$ cat src/rtl/arb_mux_nx1.sv
// arb_mux_nx1: N-to-1 registered arbitrating mux with valid/ready handshakes
// Fixed-priority (MODE 0) or round-robin (MODE 1) arbitration into a one-entry output register.
module arb_mux_nx1 #(
    parameter int WIDTH = 16,
    parameter int N = 4,
    parameter int MODE = 0,
    localparam int SW = $clog2(N)
) (
    input  logic             clk,
    input  logic             rst_n,
    input  logic [N*WIDTH-1:0] in_data,
    input  logic [N-1:0]     in_valid,
    output logic [N-1:0]     in_ready,
    output logic [WIDTH-1:0] out_data,
    output logic             out_valid,
    output logic [SW-1:0]    out_sel,
    input  logic             out_ready
);
    logic [SW-1:0] ptr;
    logic [SW-1:0] g;
    logic any;
    logic load;
    int idx;

    // Search runs from the lowest-priority position down so the last hit is the winner
    always_comb begin
        g = '0;
        any = 1'b0;
        idx = 0;
        for (int k = N - 1; k >= 0; k--) begin
            idx = MODE == 1 ? (int'(ptr) + k) % N : k;
            if (in_valid[idx]) begin
                g = SW'(idx);
                any = 1'b1;
            end
        end
    end

    assign load = rst_n & any & (~out_valid | out_ready);
    assign in_ready = load ? N'(1) << g : '0;

    always_ff @(posedge clk or negedge rst_n) begin
        if (!rst_n) begin
            out_data <= '0;
            out_valid <= 1'b0;
            out_sel <= '0;
            ptr <= '0;
        end else if (load) begin
            out_data <= in_data[g*WIDTH +: WIDTH];
            out_valid <= 1'b1;
            out_sel <= g;
            if (MODE == 1) ptr <= g == SW'(N - 1) ? '0 : g + 1'b1;
        end else if (out_ready) begin
            out_valid <= 1'b0;
        end
    end
endmodule

$ cat config.mk
export PLATFORM = sky130hd
export DESIGN_NAME = arb_mux_nx1
export DESIGN_NICKNAME = d
export VERILOG_FILES = /design/src/rtl/arb_mux_nx1.sv
export SDC_FILE = /design/constraint.sdc
export NUM_CORES = 1
export LEC_CHECK = 0
export ABC_AREA = 1
export CORE_ASPECT_RATIO = 1.2
export CORE_MARGIN = 4
export CORE_UTILIZATION = 34
export DETAILED_ROUTE_END_ITERATION = 16
export PLACE_DENSITY_LB_ADDON = 0.2
export SLEW_MARGIN = 0
export SYNTH_ARGS = -nofsm -noshare
export SYNTH_HDL_FRONTEND = slang
export SYNTH_SLANG_ARGS = --single-unit
$ cat constraint.sdc
create_clock -name clk -period 1.09 [get_ports clk]
set_input_delay 0.218 -clock clk [delete_from_list [all_inputs] [get_ports clk]]
set_output_delay 0.218 -clock clk [all_outputs]
set_load 0.01 [all_outputs]
# --- Yosys cells after proc, flatten, opt, wreduce, memory -nomap -nowiden ---
# Index checks and enable logic that the tools add are counted.
op_classes:
  shift: 2
  muxes: 11
  bitwise_logic: 4
  reduce_logical: 1
op_table:
  columns: ["operator", "n"]
  rows:
  - ["$shiftx A64 B7 Y16", 1]
  - ["$mux W2", 4]
  - ["$mux W1", 6]
  - ["$mux W4", 1]
  - ["$shl A1 B2 Y4 const A", 1]
  - ["$and A1 B1 Y1", 2]
  - ["$reduce_bool A2 Y1", 1]
  - ["$not A1 Y1", 1]
  - ["$or A1 B1 Y1", 1]
totals:
  regBits: 19
  inputBits: 71
  output_inout_bits: 23
  elab_cells: 21

# --- Longest topological paths before layout ---
# Gate-level depths: netlist of run 1.
depth:
  word_depth: 7
  mapped_depth: 9
  ltp_nobuf: 8

# --- Worst setup path after synthesis of run 1 ---
# OpenSTA, ideal clock, no wires.
synth_timing:
  path_kind: "reg2out"
  from: "register out_valid"
  to: "output port in_ready[0]"
  arrival_ps: 1047
  t_required_ps: 872
  slack_ps: -175
  stages_incl_launch_ff: 5
  path_buffers: 1
  cell_sequence: "dfrtp_1 -> nand2_1 -> nand3_4 -> buf_6 -> nor3_2"
synth_via:
  elab_chain_cells: 4
synth_lines:
  columns: ["element", "line", "source"]
  rows:
  - ["start, declared", "15", "output logic out_valid,"]
  - ["start signal, assigned", "45", "out_valid <= 1'b0;"]
  - ["start signal, assigned", "50", "out_valid <= 1'b1;"]
  - ["start signal, assigned", "54", "out_valid <= 1'b0;"]
  - ["$not A1 Y1", "39", "assign load = rst_n & any & (~out_valid | out_ready);"]
  - ["$or A1 B1 Y1", "39", null]
  - ["$and A1 B1 Y1", "39", null]
  - ["$mux W4", "40", "assign in_ready = load ? N'(1) << g : '0;"]
  - ["end, declared", "13", "output logic [N-1:0] in_ready,"]
# No other way between the ends.

# --- Worst setup path in the final report of run 1 ---
# Same ends and word-level chain as after synthesis.

==> out/metrics.yaml, run 1 <==
outcome:
  outcome: "finished with violations"
  violations: "setup timing"
yosys:
  synth_fp_nets: 318
  yosysUniqueCellTypes: 22
  syn_area_per_cell_um2: 6.34
  ys.warnings.count: 0
  synth_cells: 247
  synth_area_um2: 1570
  ys_ff_latch: 19
  seq_area_frac_synth_pct: 30.4
global_routing:
  grt_max_degree: 20
  overflow: 0
  antenna_found_initial: 0
  grt.total_usage_pct: 18.6
  grt_pass1_vias: 1893
  grt_pass1_wl_um: 8760
worst_hold_path:
  hold_path_class: "input pin to asynchronous set/reset pin"
cts:
  clockBufferDepth: 2
  tritoncts: "yes"
  h-tree-depth: 1
  clock-sinks: 19
  insertion_delay_ns: 0.25
  postCtsHoldBufs: 0
  cts_root_buf: "clkbuf_8"
  cts_buffers: 3
  path_clk_slew_ns: 0.07
sta:
  clock.fmax_ghz: 0.680
  skew_ns: 0.00267
  rsz0062_at_grt: "yes"
  setup_slack_ns: -0.381
  finalCritPeriodShare_pct: 135
  slew_violations: 0
  hold_viol: 0
  maxSlewHeadroom_pct: 81.1
  worst_pin_slew_ns: 0.284
  finalSetupViolations: 24
  period_needed_ns: 1.47
worst_setup_path:
  worst_setup_path_end_kind: "output port"
  cp_cell_sequence: "nand2_2 -> buf_12 -> nand3_4 -> nor3_4 -> buf_6"
  cp_max_fo: 5
  ff2ff_path_depth: 8
  path_class: "flop to output port"
  crit_slowest_cell: "dfrtp_1"
  critPathLaunch: "out_valid$_DFFE_PN0P_"
  crit_arrival_ns: 1.25
  crit_required_ns: 0.87
  cp-endpoint: "in_ready[0]"
  timing.rr.start: "out_valid$_DFFE_PN0P_"
  r2r_slack_ns: -0.30
  worst_setup_path_start_kind: "flop"
  slowest_delay_ns: 0.40
  rr_endpoint: "out_data[7]$_DFFE_PN0P_"
placed_design:
  dp_cells: 411
  port_buffers: 93
  hpwl_um: 3990
  place_area_um2: 2670
  gp_congestion: 0.798
  dp_slack_ns: -0.934
power_and_ir_drop:
  p_sw_share_pct: 33.9
  power_density_nw_per_um2: 924
  leakagePower_nw: 1.59
  p_total_mw: 2.72
  p_comb_share_pct: 48.1
  p_clk_share_pct: 18.2
  max-vdd-ir-drop_mv: 0.504
  pwr-share-seq_pct: 33.6
  p_sw_mw: 0.921
  p_int_mw: 1.80
floorplan:
  initial_core_util_pct: 35.9
  row_count: 26
  pin_count: 94
  die_area_um2: 5760
  die_h_um: 82.4
  core_area_um2: 4360
  fp.dieW_um: 70.0
layout:
  diodes: 0
  layout-drive-gt1-share_pct: 30.9
  final_common_cell: "nand2_1"
  finalNetCount: 447
  utilization_pct: 67.5
  final_area_um2: 2940
  syn_to_final_growth_pct: 87.9
  stdcell_count: 431
  mostFrequentLayoutCells: "nand2_1 (96), clkdlybuf4s50_1 (64), nand3_1 (40)"
routing:
  wl_per_cell_um: 12.8
  detail-route-antenna-nets: 0
  route.vias.total: 1997
  viasPerCell: 4.63
  wl_um: 5500
  detail_route.iter0.violations: 68
  dr.pass1.iters: 4
  drc: 0
job:
  maxCapViolCount: 0
area by class of cell:
cell class | count | area [um2]
multi-input combinational | 184 | 986
fill | 417 | 1420
inverter | 36 | 159
clock buffer | 4 | 45.0
tap | 56 | 70.1
timing repair buffer | 131 | 1200
timing repair inverter | 1 | 11.3
sequential | 19 | 475
state kept, by name (all words and copies together) (netlist names):
name	cells
out_sel	2
out_valid	1
out_data	16
Yosys cell counts:
master | n | area share, %
nand2_1 | 119 | 29
nand3_1 | 43 | 14
inv_1 | 32 | 7.7
dfrtp_1 | 19 | 30
buf_6 | 4 | 2.9
nand3_2 | 4 | 2.6
nand2_2 | 3 | 1.2
nand2_4 | 3 | 2.2
nor2_1 | 3 | 0.72
buf_2 | 2 | 0.64
buf_4 | 2 | 0.96
nand3_4 | 2 | 2.2
nor2_2 | 2 | 0.80
buf_12 | 1 | 1.3
clkinv_4 | 1 | 0.56
clkinv_8 | 1 | 1.0
inv_2 | 1 | 0.24
inv_4 | 1 | 0.40
nand4_1 | 1 | 0.40
nor2_4 | 1 | 0.72
nor3_2 | 1 | 0.64
o21ai_1 | 1 | 0.32
per-layer routing:
metal,up-vias,wire [um],GRT usage (%)
li1,1013,-,-
met3,6,456,5.08
met2,75,2800,35.1
met1,903,2190,21.8
met4,0,52,2.30
met5,-,0,0
kinds of logic after synthesis:
family | after synthesis | synth area share (%)
buf+inv | 45 | 15.7
simple gates | 182 | 53.7
flops | 19 | 30.4
compound gates | 1 | 0.319
worst min-delay path by stage:
stage / startpoint / slack [ns] / to / cells after the start
5_1_grt: rst_n / 0.19 / out_data[8]$_DFFE_PN0P_ / 2
6_report: rst_n / 0.18 / out_data[8]$_DFFE_PN0P_ / 2
4_1_cts: rst_n / 0.16 / out_data[8]$_DFFE_PN0P_ / 2
3_5_place_dp: out_data[9]$_DFFE_PN0P_ / 0.47 / out_data[9]$_DFFE_PN0P_ / 2
2_1_floorplan: rst_n / -0.08 / out_data[0]$_DFFE_PN0P_ / 0
3_3_place_gp: out_data[12]$_DFFE_PN0P_ / 0.47 / out_data[12]$_DFFE_PN0P_ / 2
power groups by stage:
stage / clock network (mW) / registers, mW / logic (mW)
after floorplan: 0 / 0.971 / 0.438
final: 0.495 / 0.915 / 1.31
after global placement: 0 / 0.908 / 1.18
after global routing: 0.536 / 0.935 / 1.44
after CTS: 0.511 / 0.896 / 1.20
after detailed placement: 0 / 0.911 / 1.20
metrics by stage:
stage          hold WS, ns  TNS, ns
6_report             0.177    -5.65
2_1_floorplan      -0.0776   -0.188
5_1_grt              0.191    -7.58
4_1_cts              0.157    -3.83
3_3_place_gp         0.468   -14.87
3_5_place_dp         0.473   -15.33
worst max-delay path: cells and delay by family (launching register included):
family,cells,cell delay (ns)
buf+inv,2,0.23
simple gates,3,0.36
flops,1,0.40
timing repair:
action | CTS | global route
buffers inserted | 9 | 7
gates resized for setup | 93 | 63
endpoints found under the setup margin | 42 | 37
cloned | 1 | 2
pin swaps | 10 | 13
Note: power is estimated with default switching activity, not from simulation.
==> run 2: changes to the inputs <==
--- a/config.mk
+++ b/config.mk
@@ -10,6 +10,7 @@
 export CORE_MARGIN = 4
 export CORE_UTILIZATION = 34
 export DETAILED_ROUTE_END_ITERATION = 16
+export GPL_TIMING_DRIVEN = 1
 export PLACE_DENSITY_LB_ADDON = 0.2
 export SLEW_MARGIN = 0
 export SYNTH_ARGS = -nofsm -noshare
==> results of run 2 <==
No change in the layout: final DEF, timing and power equal those of run 1.
